## config.mk

```make
export PLATFORM = sky130hd
export DESIGN_NAME = xing_phase_sched
export DESIGN_NICKNAME = d
export VERILOG_FILES = /design/src/rtl/xing_pkg.sv /design/src/rtl/phase_timer.sv /design/src/rtl/xing_phase_sched.sv
export SDC_FILE = /design/constraint.sdc
export NUM_CORES = 1
export LEC_CHECK = 0
export BUFFER_PORTS_ARGS = -buffer_cell sky130_fd_sc_hd__clkbuf_2
export CAP_MARGIN = 15
export CORE_ASPECT_RATIO = 1.25
export CORE_MARGIN = 8
export CORE_UTILIZATION = 60
export CTS_BUF_LIST = sky130_fd_sc_hd__clkbuf_8
export DETAILED_ROUTE_END_ITERATION = 8
export PLACE_DENSITY = 0.84
export SYNTH_ARGS = -nofsm -noshare
export SYNTH_HDL_FRONTEND = slang
export SYNTH_SLANG_ARGS = --single-unit
export TNS_END_PERCENT = 1
```

## constraint.sdc

```tcl
create_clock -name clk -period 5.2 [get_ports clk]
set_clock_uncertainty 0.2 [all_clocks]
set_input_delay 0 -clock clk [delete_from_list [all_inputs] [get_ports clk]]
set_output_delay 0 -clock clk [all_outputs]
set_load 0.02 [all_outputs]
```

## src/rtl/xing_pkg.sv

```systemverilog
// rtl/xing_pkg.sv - shared state encodings, default dwells and light vectors for the junction scheduler
package xing_pkg;

  // Phase encodings, also exported on the debug phase port
  typedef enum logic [2:0] {
    ST_J_GRN  = 3'd0,
    ST_J_YEL  = 3'd1,
    ST_AR_IN  = 3'd2,
    ST_C_GRN  = 3'd3,
    ST_C_YEL  = 3'd4,
    ST_P_WLK  = 3'd5,
    ST_AR_OUT = 3'd6
  } phase_t;

  // Default dwell times in ticks (seconds)
  localparam int DEF_J_MIN  = 20;
  localparam int DEF_C_GRN  = 10;
  localparam int DEF_P_WALK = 8;
  localparam int DEF_Y_T    = 3;
  localparam int DEF_AR_T   = 1;
  localparam int DEF_TW     = 6;

  // Light vectors, bit order {Jg,Jy,Jr,Cg,Cy,Cr,Pg,Pr}
  localparam logic [7:0] LT_J_GRN = 8'b1000_0101;
  localparam logic [7:0] LT_J_YEL = 8'b0100_0101;
  localparam logic [7:0] LT_ALLRD = 8'b0010_0101;
  localparam logic [7:0] LT_C_GRN = 8'b0011_0001;
  localparam logic [7:0] LT_C_YEL = 8'b0010_1001;
  localparam logic [7:0] LT_P_WLK = 8'b0010_0110;

endpackage

```

## src/rtl/phase_timer.sv

```systemverilog
// rtl/phase_timer.sv - loadable down-counter with zero flag, saturating at zero
module phase_timer #(
  parameter int            TW      = 6,
  parameter logic [TW-1:0] RST_VAL = '0
) (
  input  logic          clk,
  input  logic          rst,
  input  logic          load,
  input  logic [TW-1:0] load_val,
  output logic          zero
);

  logic [TW-1:0] count;

  // Load wins; otherwise count down and park at zero
  always_ff @(posedge clk or posedge rst) begin
    if (rst) begin
      count <= RST_VAL;
    end else if (load) begin
      count <= load_val;
    end else if (count != '0) begin
      count <= count - 1'b1;
    end
  end

  assign zero = (count == '0);

endmodule

```

## src/rtl/xing_phase_sched.sv

```systemverilog
// rtl/xing_phase_sched.sv - junction phase sequencer with request latches and round-robin arbitration
module xing_phase_sched
  import xing_pkg::*;
#(
  parameter int J_MIN  = DEF_J_MIN,
  parameter int C_GRN  = DEF_C_GRN,
  parameter int P_WALK = DEF_P_WALK,
  parameter int Y_T    = DEF_Y_T,
  parameter int AR_T   = DEF_AR_T,
  parameter int TW     = DEF_TW
) (
  input  logic       clk,
  input  logic       rst,
  input  logic       c_req,
  input  logic       p_req,
  output logic       Jg,
  output logic       Jy,
  output logic       Jr,
  output logic       Cg,
  output logic       Cy,
  output logic       Cr,
  output logic       Pg,
  output logic       Pr,
  output logic       c_pend,
  output logic       p_pend,
  output logic [2:0] phase
);

  phase_t        state;
  phase_t        nxt;
  logic          load;
  logic          force_ld;
  logic [TW-1:0] load_val;
  logic          tzero;
  logic          serve_p;
  logic          serve_c;
  logic          rr;
  logic [7:0]    light;

  phase_timer #(
    .TW      (TW),
    .RST_VAL (TW'(J_MIN - 1))
  ) u_timer (
    .clk      (clk),
    .rst      (rst),
    .load     (load),
    .load_val (load_val),
    .zero     (tzero)
  );

  // State register
  always_ff @(posedge clk or posedge rst) begin
    if (rst) begin
      state <= ST_J_GRN;
    end else begin
      state <= nxt;
    end
  end

  // Next-state, service selection and timer reload value
  always_comb begin
    nxt      = state;
    force_ld = 1'b0;
    serve_p  = 1'b0;
    serve_c  = 1'b0;
    load_val = TW'(J_MIN - 1);
    case (state)
      ST_J_GRN:  if (tzero && (c_pend || p_pend)) nxt = ST_J_YEL;
      ST_J_YEL:  if (tzero) nxt = ST_AR_IN;
      ST_AR_IN: begin
        if (tzero) begin
          // rr=0 lets the pedestrian win a tie
          if (p_pend && (!c_pend || !rr)) begin
            nxt     = ST_P_WLK;
            serve_p = 1'b1;
          end else if (c_pend) begin
            nxt     = ST_C_GRN;
            serve_c = 1'b1;
          end else begin
            nxt = ST_J_GRN;
          end
        end
      end
      ST_C_GRN:  if (tzero) nxt = ST_C_YEL;
      ST_C_YEL:  if (tzero) nxt = ST_AR_OUT;
      ST_P_WLK:  if (tzero) nxt = ST_AR_OUT;
      ST_AR_OUT: if (tzero) nxt = ST_J_GRN;
      default: begin
        nxt      = ST_J_GRN;
        force_ld = 1'b1;
      end
    endcase
    case (nxt)
      ST_J_YEL, ST_C_YEL:  load_val = TW'(Y_T - 1);
      ST_AR_IN, ST_AR_OUT: load_val = TW'(AR_T - 1);
      ST_C_GRN:            load_val = TW'(C_GRN - 1);
      ST_P_WLK:            load_val = TW'(P_WALK - 1);
      default:             load_val = TW'(J_MIN - 1);
    endcase
    load = (nxt != state) || force_ld;
  end

  // Request latches and round-robin pointer
  always_ff @(posedge clk or posedge rst) begin
    if (rst) begin
      p_pend <= 1'b0;
      c_pend <= 1'b0;
      rr     <= 1'b0;
    end else begin
      if (serve_p) begin
        p_pend <= 1'b0;
      end else if (p_req && (state != ST_P_WLK)) begin
        p_pend <= 1'b1;
      end
      if (serve_c) begin
        c_pend <= 1'b0;
      end else if (c_req && (state != ST_C_GRN) && (state != ST_C_YEL)) begin
        c_pend <= 1'b1;
      end
      if (serve_p) begin
        rr <= 1'b1;
      end else if (serve_c) begin
        rr <= 1'b0;
      end
    end
  end

  // Moore light decode; an illegal encoding shows main-road green
  always_comb begin
    light = LT_J_GRN;
    case (state)
      ST_J_GRN:            light = LT_J_GRN;
      ST_J_YEL:            light = LT_J_YEL;
      ST_AR_IN, ST_AR_OUT: light = LT_ALLRD;
      ST_C_GRN:            light = LT_C_GRN;
      ST_C_YEL:            light = LT_C_YEL;
      ST_P_WLK:            light = LT_P_WLK;
      default:             light = LT_J_GRN;
    endcase
  end

  assign {Jg, Jy, Jr, Cg, Cy, Cr, Pg, Pr} = light;
  assign phase = state;

endmodule

```

==> results of run 1 <==
[synth_stat cells, drive strengths merged, types with 3 or more instances]
library cell and instances:
inv 11, a21oi 10, nand2 10, dfrtp 9, nor2 9, ha 7, mux2i 6, nor3 6
nand3 5, a31oi 4, o21ai 4, and2 3, dfstp 3, mux2 3
[layer usage]
| layer | routed length, µm | part of all wire | GRT usage |
|---|---|---|---|
| met1 | 1097 | 0.44 | 0.1834 |
| met2 | 1166 | 0.47 | 0.2441 |
| met3 | 146 | 0.059 | 0.02143 |
| met4 | 66 | 0.027 | 0.1076 |
| met5 | 0 | 0 | 0 |
[where the power goes]
part / internal [mW] / total [mW] / switching (mW)
Combinational: 0.232 / 0.536 / 0.304
Sequential: 0.138 / 0.188 / 0.0496
Clock: 0.0517 / 0.0826 / 0.0309
Total: 0.422 / 0.807 / 0.385
[what timing repair did]
item | in CTS | in global routing
buffers inserted | 0 | 0
hold buffers | 3 | 0
hold endpoints to repair | 14 | 0
[kinds of logic (layout without fill, tap and decap cells)]
logic type / Yosys count / after routing / synth area share
XOR/XNOR: 3 / 3 / 0.02474
AO/OA/AOI/OAI: 29 / 29 / 0.2002
multiplexers: 9 / 9 / 0.09894
buffers and inverters: 12 / 34 / 0.04358
AND/OR/NAND/NOR: 49 / 49 / 0.2638
adder cells (fa/ha/maj): 7 / 7 / 0.08245
flip-flops: 12 / 12 / 0.2862
[area by class of cell]
type                    count  area (µm²)
flip-flops and latches     12       304.0
repair buffers             19       110.1
clock inverters             1       3.754
multi-input cells          97       711.9
well taps                  19       23.77
inverters                  11       41.29
fillers                   128       486.7
clock buffers               3       41.29
[registers in the layout (all words and copies together), names as in the netlist]
name / flops
u_timer.count: 6
c_pend: 1
phase: 3
p_pend: 1
rr: 1
[critical path: stages (launching register included)]
cell      delay [ps]
dfrtp_1          470
inv_1            220
ha_1             340
nor3_1           140
a21o_2           240
mux2i_1          280
nor2_1           120
o211ai_4         300
mux2_4           330
[worst min path at each step]
stage / start / cells past startpoint / end
2_1_floorplan: rst / 1 / c_pend$_DFFE_PP0P_
3_3_place_gp: rst / 2 / phase[2]$_DFF_PP0_
3_5_place_dp: rst / 2 / c_pend$_DFFE_PP0P_
4_1_cts: rst / 3 / c_pend$_DFFE_PP0P_
5_1_grt: rst / 3 / phase[2]$_DFF_PP0_
6_report: rst / 3 / rr$_DFFE_PP0P_
[stage by stage]
step                      cells  power (mW)  hold WS [ps]  setup slack, ps  area (µm²)
after detailed placement    155      0.7185        -197.2             2494        1161
after CTS                   162      0.8066         103.2             2474        1236
after global placement      155      0.7059        -198.7             2567        1161
after global routing        162      0.8701         149.5             2238        1236
final                       162      0.8066         83.00             2442        1236
after floorplan             121      0.6006        -337.4             2579        1062
==> summary.md, run 1 <==
| Metric | Value |
|---|---|
| P&R area growth vs syn | 16.37% |
| Clk Latency, worst-skew pair | 240 ps |
| Synthesized flop and latch total | 12 |
| Initial antenna violation count | 0 |
| Nets | 155 |
| Worst Setup EP | u_timer.count[2]$_DFFE_PP0P_ |
| Crit. End Element | register |
| Hpwl dp | 1945 µm |
| IO Port Bufs | 16 |
| Wirelength, routed | 2475 µm |
| TritonCTS clock tree | done |
| Finish-stage setup viols | 0 |
| GPL Wtd Cong | 0.9500 |
| Ant diodes | 0 |
| Post-CTS resize count | 0 |
| Rows | 17 |
| Via count | 968 |
| RSZ-0062 raised after global routing | no |
| WP data arrival | 2680 ps |
| Synth area leaders | dfrtp_1 (21%), ha_1 (8.2%), dfstp_2 (7.4%) |
| Final Max Slew Viols | 0 |
| Final Core Density | 0.7175 |
| DRC violations left | 0 |
| Worst hold path type | input pin to async pin |
| Highest-count cells in the layout ignoring fill and taps | clkbuf_2 (16), inv_1 (11) |
| Worst slew margin | 0.7099 |
| Outcome | finished, final reports clean |
| Setup CP Type | register to register |
| Period utilization | 0.5304 |
| FF-to-FF setup slack | 2440 ps |
| Leak pwr | 0.5873 nW |
| TritonCTS buffer count | 3 |
| Setup TNS | 0 ps |
| Gr usage total | 0.1558 |
| Share of cells above drive strength 1 | 0.2657 |
| Reg clk slew, reported paths | 50 ps |
| Synthesized netlist cell count | 121 |
| F_max | 0.3626 GHz |
| Unique masters post-synth | 41 |
| Crit-path max FO | 9 |
| Core ar. | 1723 µm² |
| Die Wd | 53.64 µm |
| Pwr/cell area | 652.5 nW/µm² |
| Reg2reg end | u_timer.count[2]$_DFFE_PP0P_ |
| I/O pins | 17 |
| Max-cap violations | 0 |
| Die Ht | 63.05 µm |
| Syn nets | 132 |
| Peak VDD IR | 372.8 µV |
| Final Hold Fails | 0 |
| Synth Flop Type | dfrtp_1 |
| Mean Syn Cell Area | 8.779 µm² |
| FFs w/ async S/R, synth | 1.000 |
| Pin count of the biggest net entering global routing | 13 |
| Clock Root Buffer | clkbuf_8 |
| DIE AREA | 3381 µm² |
| EDFF count, synth | 0 |
| Worst R2R Path Depth | 8 |
| Total grt overflow | 0 |
| Yosys top cell by area | dfrtp_1 |
| First-pass DRT Iterations | 4 |
| Reg2reg start | phase[1]$_DFF_PP0_ |
| Vias/cell | 5.975 |
| Routed Antenna Nets | 0 |
| Worst EP required | 5120 ps |
| Sink Count | 12 |
| Slew at the pin with the worst max-slew slack | 434.6 ps |
| Most common cell after layout, fill and taps aside | clkbuf_2 |
| Final Critical Period | 2758 ps |
| Setup crit start kind | register |
| Vias in the first global route | 936 |
| Syn Std Cell Area | 1062 µm² |
| Initial DRC count | 21 |
| Synth warn | 0 |
| First-pass GRT wire length | 4098 µm |
| Fraction of post-synthesis cell area in the top cell type by area | 0.2120 |
| Drt wl/cell | 15.28 µm |
| Initial Util | 0.6166 |
| Register area share after synthesis | 0.2862 |
| Worst-case clock buffer depth | 2 |
| Htree depth | 1 |
| Critical path launch point | phase[1]$_DFF_PP0_ |
Power figures use the tool's default switching activity.
==> run 2, diff against run 1 <==
--- a/config.mk
+++ b/config.mk
@@ -9,10 +9,10 @@
 export CAP_MARGIN = 15
 export CORE_ASPECT_RATIO = 1.25
 export CORE_MARGIN = 8
-export CORE_UTILIZATION = 60
+export CORE_UTILIZATION = 52
 export CTS_BUF_LIST = sky130_fd_sc_hd__clkbuf_8
 export DETAILED_ROUTE_END_ITERATION = 8
-export PLACE_DENSITY = 0.84
+export PLACE_DENSITY = 0.77
 export SYNTH_ARGS = -nofsm -noshare
 export SYNTH_HDL_FRONTEND = slang
 export SYNTH_SLANG_ARGS = --single-unit
==> constraint.sdc (replaced) <==
create_clock -name clk -period 2.3 [get_ports clk]
set_clock_uncertainty 0.2 [all_clocks]
set_input_delay 0 -clock clk [delete_from_list [all_inputs] [get_ports clk]]
set_output_delay 0 -clock clk [all_outputs]
set_load 0.02 [all_outputs]
==> run 2 against run 1 <==
The run now ends with negative setup slack left. Combinational power rose to 3.2 times the previous value. Maximum frequency increased by 19%. Critical path depth down 1. Cell count is 14% higher. Largest cell class unchanged. Register-to-register slack worse by 2500 ps. Power grew to 2.9 times the previous value. Worst hold slack improved by 32 ps. Flip-flop and latch count unchanged.
==> summary.md, run 2 (synthesized netlist as in run 1, its figures left out) <==
| Metric | Value |
|---|---|
| Worst EP required | 2220 ps (-2900 ps) |
| Clk Latency, worst-skew pair | 240 ps (about the same) |
| Min setup slack post-route | -22.23 ps (-2464 ps) |
| Sink Count | 12 (unchanged) |
| P_int | 1.288 mW (+210%) |
| Critical path launch point | phase[1]$_DFF_PP0_ |
| Clock Root Buffer | clkbuf_8 |
| FF-to-FF setup slack | -20 ps (-2460 ps) |
| Peak VDD IR | 900.3 µV (+140%) |
| Most common cell after layout, fill and taps aside | buf_4 |
| Htree depth | 1 (unchanged) |
| Final Critical Period | 2322 ps (-435.9 ps) |
| Nets | 176 (+14%) |
| RSZ-0062 raised after global routing | yes |
| Via count | 1098 (+13%) |
| F_max | 0.4306 GHz (+19%) |
| Placed instance count | 172 (+11%) |
| Non-filler cells, final | 184 (+14%) |
| Rows | 18 (+1) |
| Crit. End Element | register |
| Worst slew margin | 0.6926 (-0.01729) |
| Final Hold Fails | 0 (unchanged) |
| Buf+Inv Stages, Crit Path | 0 (-1) |
| GPL Wtd Cong | 0.8916 (-6.1%) |
| Crit-path max FO | 4 (-5) |
| Psw | 1.062 mW (+180%) |
| Max-cap violations | 0 (unchanged) |
| Gr usage total | 0.1598 (+0.003987) |
| First-pass GRT wire length | 4905 µm (+20%) |
| Tot Pwr | 2.350 mW (+190%) |
| Finished Cell Area | 1523 µm² (+23%) |
| Drt wl/cell | 16.74 µm (+9.6%) |
| Leak pwr | 0.6902 nW (+18%) |
| Worst R2R Path Depth | 7 (-1) |
| P&R area growth vs syn | 43.35% |
| Fin Hold WS | 114.9 ps (+31.92 ps) |
| Final Max Slew Viols | 0 (unchanged) |
| Slew at the pin with the worst max-slew slack | 460.5 ps (+25.91 ps) |
| Reg2reg end | u_timer.count[2]$_DFFE_PP0P_ |
| First-pass DRT Iterations | 4 (unchanged) |
| Sw frac | 0.4518 (-0.02496) |
| CP dominant cell by count | mux2_4 |
| Initial antenna violation count | 0 (unchanged) |
| TritonCTS buffer count | 3 (unchanged) |
| Die Wd | 56.43 µm (+5.2%) |
| Cell Area, Placed | 1329 µm² (+14%) |
| Period utilization | 1.010 (+0.4793) |
| Finish-stage setup viols | 2 (+2) |
| I/O pins | 17 (unchanged) |
| Pin count of the biggest net entering global routing | 13 (unchanged) |
| IO Port Bufs | 16 (unchanged) |
| Vias/cell | 5.967 (-0.13%) |
| Core ar. | 1959 µm² (+14%) |
| Pwr/cell area | 1544 nW/µm² (+140%) |
| Setup crit start kind | register |
| Wirelength, routed | 3081 µm (+24%) |
| Outcome | finished with violations |
| Flop pwr share | 0.186 (-0.047) |
| Initial DRC count | 37 (+76%) |
| Critical-path cell list | ha_4 -> or2b_4 -> a21o_4 -> mux2_4 -> a21oi_4 -> o211ai_4 -> mux2_4 |
| WP data arrival | 2250 ps (-430 ps) |
| Fillers | 124 (-3.1%) |
| Share of cells above drive strength 1 | 0.4634 (+0.1977) |
| Clock group share of total power | 0.082 (-0.020) |
| Initial Util | 0.5421 (-0.07441) |
| Worst path max stage delay | 450 ps (-20 ps) |
| Slowest stage cell, crit path | dfrtp_2 |
| Ant diodes | 0 (unchanged) |
| CP delay by family, top | multiplexers |
| Largest Register | u_timer.count |
| Reg clk slew, reported paths | 50 ps (about the same) |
| Die Ht | 66.53 µm (+5.5%) |
| Total grt overflow | 0 (unchanged) |
| Highest-count cells in the layout ignoring fill and taps | buf_4 (19), clkbuf_2 (16), nand2_1 (9), a21oi_1 (9), nor2_1 (8) |
| Worst-case clock buffer depth | 2 (unchanged) |
| Hpwl dp | 2229 µm (+15%) |
| Max FFs per register | 6 (unchanged) |
| Dpl ws | -58.59 ps (-2553 ps) |
| Setup CP Type | register to register |
| TritonCTS clock tree | done |
| DIE AREA | 3754 µm² (+11%) |
| Worst hold path type | input pin to async pin |
| Vias in the first global route | 1109 (+18%) |
| Failing checks | negative setup slack |
| Combinational share of power | 0.732 (+0.067) |
| Reg2reg start | phase[1]$_DFF_PP0_ |
| DRC violations left | 0 (unchanged) |
| Routed Antenna Nets | 0 (unchanged) |
run 2: what timing repair did:
| action | CTS | global route |
|---|---|---|
| buffers inserted | 3 | 2 |
| hold endpoints to repair | 14 | 0 |
| resized for setup | 4 | 10 |
| hold buffers | 3 | 0 |
| pin swaps | 3 | 5 |
| cloned | 0 | 0 |
| endpoints found under the setup margin | 5 | 6 |
run 2: tightest hold or removal path, stage by stage:
cell and delay [ps]:
dlygate4sd3_1 540, clkbuf_2 110, inv_1 340
run 2: stage by stage:
| step | setup TNS [ps] | util |
|---|---|---|
| floorplan | -191.5 | - |
| global placement | -27.81 | 0.6782 |
| detailed placement | -189.0 | 0.6782 |
| CTS | -50.74 | 0.7388 |
| global route | -336.2 | 0.7771 |
| finish | -39.06 | 0.7771 |
run 2: power by group through the flow:
stage                     clock, mW  sequential (mW)  combinational (mW)
final                         0.193            0.436                1.72
after CTS                     0.196            0.427                1.54
after detailed placement          0            0.434                1.46
after global routing          0.214            0.448                1.86
after floorplan                   0            0.431               0.985
after global placement            0            0.425                1.43
run 2: worst max-delay path by stage:
stage,end,slack [ps],cells past startpoint
global route,u_timer.count[4]$_DFFE_PP1P_,-90,10
floorplan,u_timer.count[2]$_DFFE_PP0P_,-80,7
global placement,u_timer.count[2]$_DFFE_PP0P_,-20,8
finish,u_timer.count[2]$_DFFE_PP0P_,-20,7
detailed placement,u_timer.count[3]$_DFFE_PP0P_,-60,9
CTS,u_timer.count[3]$_DFFE_PP0P_,-20,9
run 2: area by class of cell:
class / count / area, µm² / share of cell area
Inverter: 11 / 43.79 / 0.02876
Tap cell: 20 / 25.02 / 0.01643
Clock buffer: 3 / 41.29 / 0.02712
Multi-Input combinational cell: 97 / 827.0 / 0.5431
Clock inverter: 1 / 3.754 / 0.002465
Timing Repair Buffer: 40 / 275.3 / 0.1808
Sequential cell: 12 / 306.5 / 0.2013
run 2: metal layers:
metal / GRT usage / part of all wire / vias to the layer above
met5: 0 / 0 / -
met4: 0.07229 / 0.026 / 0
met3: 0.03992 / 0.042 / 8
met2: 0.3008 / 0.55 / 32
met1: 0.1605 / 0.38 / 534
li1: - / - / 524
==> run 3, diff against run 2 <==
--- a/config.mk
+++ b/config.mk
@@ -9,10 +9,10 @@
 export CAP_MARGIN = 15
 export CORE_ASPECT_RATIO = 1.25
 export CORE_MARGIN = 8
-export CORE_UTILIZATION = 52
+export CORE_UTILIZATION = 45
 export CTS_BUF_LIST = sky130_fd_sc_hd__clkbuf_8
 export DETAILED_ROUTE_END_ITERATION = 8
-export PLACE_DENSITY = 0.77
+export PLACE_DENSITY = 0.68
 export SYNTH_ARGS = -nofsm -noshare
 export SYNTH_HDL_FRONTEND = slang
 export SYNTH_SLANG_ARGS = --single-unit
==> run 3 against run 2 <==
The flow still finishes with violations (negative setup slack). First-iteration DRC count down 8.1%. Largest power group unchanged. Critical path type unchanged. Global-route usage down 0.61 points. Combinational power grew 2%. Register-to-register slack gained 20 ps. Maximum frequency is 0.77% higher. Critical path depth did not move. Cell count up 6.5%. Non-clock buffer count rose by 1. Via count fell by 1.8%. Highest routed layer unchanged. Flip-flop and latch count unchanged.
==> summary.md, run 3 (synthesized netlist as in run 1, its figures left out) <==
| Metric | Value |
|---|---|
| Psw | 1.101 mW (+3.7%) |
| Initial antenna violation count | 0 (unchanged) |
| Wirelength, routed | 3331 µm (+8.1%) |
| Vias/cell | 5.500 (-7.8%) |
| Clk Latency, worst-skew pair | 250 ps (about the same) |
| Critical path launch point | phase[0]$_DFF_PP0_ |
| Crit-path max FO | 5 (+1) |
| Drt wl/cell | 16.99 µm (+1.5%) |
| Final Core Density | 0.7244 (-0.05275) |
| GPL Wtd Cong | 0.9372 (+5.1%) |
| Peak VDD IR | 1024 µV (+14%) |
| Flop pwr share | 0.178 (-0.008) |
| Max FFs per register | 6 (unchanged) |
| Dpl ws | -23.34 ps (+35.24 ps) |
| Combinational share of power | 0.725 (-0.007) |
| Setup crit start kind | register |
| RSZ-0062 raised after global routing | yes |
| Vias in the first global route | 1120 (+0.99%) |
| Highest-count cells in the layout ignoring fill and taps | buf_4 (19), clkbuf_2 (16), nand2_1 (9) |
| Worst slew margin | 0.6640 (-0.02866) |
| F_max | 0.4339 GHz (+0.77%) |
| Reg2reg start | phase[0]$_DFF_PP0_ |
| TritonCTS buffer count | 3 (unchanged) |
| DRC violations left | 0 (unchanged) |
| FF-to-FF setup slack | -4 ps (+20 ps) |
| Sink Count | 12 (unchanged) |
| Rows | 19 (+1) |
| Worst EP required | 2230 ps (about the same) |
| Worst-case clock buffer depth | 2 (unchanged) |
| Final Max Slew Viols | 0 (unchanged) |
| Finish-stage setup viols | 1 (-1) |
| Initial Util | 0.4805 (-0.06167) |
| Leak pwr | 0.7089 nW (+2.7%) |
| Pwr/cell area | 1518 nW/µm² (-1.6%) |
| Share of cells above drive strength 1 | 0.4970 (+0.03356) |
| Failing checks | negative setup slack |
| Crit. End Element | register |
| Nets | 177 (+0.57%) |
| Final Critical Period | 2304 ps (-17.78 ps) |
| P_int | 1.330 mW (+3.3%) |
| Routed Antenna Nets | 0 (unchanged) |
| Slew at the pin with the worst max-slew slack | 503.5 ps (+42.95 ps) |
| Reg2reg end | u_timer.count[2]$_DFFE_PP0P_ |
| Core ar. | 2211 µm² (+13%) |
| Most common cell after layout, fill and taps aside | buf_4 |
| Total grt overflow | 0 (unchanged) |
| First-pass DRT Iterations | 4 (unchanged) |
| Via count | 1078 (-1.8%) |
| Placed instance count | 185 (+7.6%) |
| Largest Register | u_timer.count |
| Setup CP Type | register to register |
| Reg clk slew, reported paths | 60 ps (about the same) |
| Initial DRC count | 34 (-8.1%) |
| Clock Root Buffer | clkbuf_8 |
| First-pass GRT wire length | 5092 µm (+3.8%) |
| Fin Hold WS | 103.4 ps (-11.54 ps) |
| Sw frac | 0.4529 (+0.001133) |
| DIE AREA | 4181 µm² (+11%) |
| Gr usage total | 0.1537 (-0.006061) |
| Max-cap violations | 0 (unchanged) |
| Finished Cell Area | 1602 µm² (+5.2%) |
| Die Ht | 70.32 µm (+5.7%) |
| I/O pins | 17 (unchanged) |
| Setup TNS | -4.447 ps (+34.62 ps) |
| Pin count of the biggest net entering global routing | 13 (unchanged) |
| Min setup slack post-route | -4.447 ps (+17.78 ps) |
| IO Port Bufs | 16 (unchanged) |
| Worst R2R Path Depth | 7 (unchanged) |
| Ant diodes | 0 (unchanged) |
| Worst hold path type | input pin to async pin |
| WP data arrival | 2240 ps (about the same) |
| Non-filler cells, final | 196 (+6.5%) |
| TritonCTS clock tree | done |
| Clock group share of total power | 0.097 (+0.015) |
| Outcome | finished with violations |
| Die Wd | 59.46 µm (+5.4%) |
| Htree depth | 1 (unchanged) |
| Hpwl dp | 2295 µm (+2.9%) |
| Final Hold Fails | 0 (unchanged) |
| Period utilization | 1.002 (-0.007731) |
| P&R area growth vs syn | 50.77% |
| Worst Setup EP | u_timer.count[2]$_DFFE_PP0P_ |
| Cell Area, Placed | 1358 µm² (+2.2%) |
| Tot Pwr | 2.432 mW (+3.5%) |
run 3: cell count changes in the layout (fill, tap and decap cells not counted), sizes merged:
| cell | previous run | this run |
|---|---|---|
| clkbuf | 19 | 20 |
| buf | 21 | 22 |
| inv | 12 | 11 |
run 3: worst min-delay path by stage:
stage	end	slack (ps)
after detailed placement	rr$_DFFE_PP0P_	-180
after global routing	u_timer.count[5]$_DFFE_PP0P_	170
after floorplan	c_pend$_DFFE_PP0P_	-340
final	rr$_DFFE_PP0P_	100
after global placement	u_timer.count[2]$_DFFE_PP0P_	-190
after CTS	rr$_DFFE_PP0P_	110
run 3: layout make-up:
cell class                      instances  area (µm²)
Multi-Input combinational cell         97       868.3
Fill cell                             159       609.3
Sequential cell                        12       306.5
Timing Repair Buffer                   41       286.5
Clock buffer                            4       55.05
Inverter                               11       46.29
Tap cell                               31       38.79
run 3: timing repair:
item | in CTS | in global routing
gates cloned | 0 | 0
gates resized for setup | 9 | 16
buffers inserted | 3 | 1
hold endpoints to repair | 14 | 0
pin swaps | 4 | 6
endpoints found under the setup margin | 5 | 6
hold buffers | 3 | 0
run 3: power groups by stage:
stage          logic [mW]  registers, mW  clock network [mW]
2_1_floorplan       0.985          0.431                   0
3_3_place_gp         1.45          0.420                   0
3_5_place_dp         1.48          0.425                   0
4_1_cts              1.57          0.421               0.239
5_1_grt              1.90          0.443               0.246
6_report             1.76          0.432               0.237
run 3: worst max-delay path, cell delays in order, from the launching register on:
cell	delay, ps
dfrtp_2	460
ha_4	170
or2b_4	270
a21o_4	230
mux2_4	280
a21oi_4	150
o211ai_4	120
mux2_4	310
run 3: per-layer routing:
| layer | up-vias | track usage | share of wire |
|---|---|---|---|
| met3 | 11 | 0.02930 | 0.041 |
| met2 | 25 | 0.2960 | 0.54 |
| met1 | 519 | 0.1507 | 0.39 |
| met5 | - | 0 | 0 |
| met4 | 0 | 0.05600 | 0.031 |
| li1 | 523 | - | - |
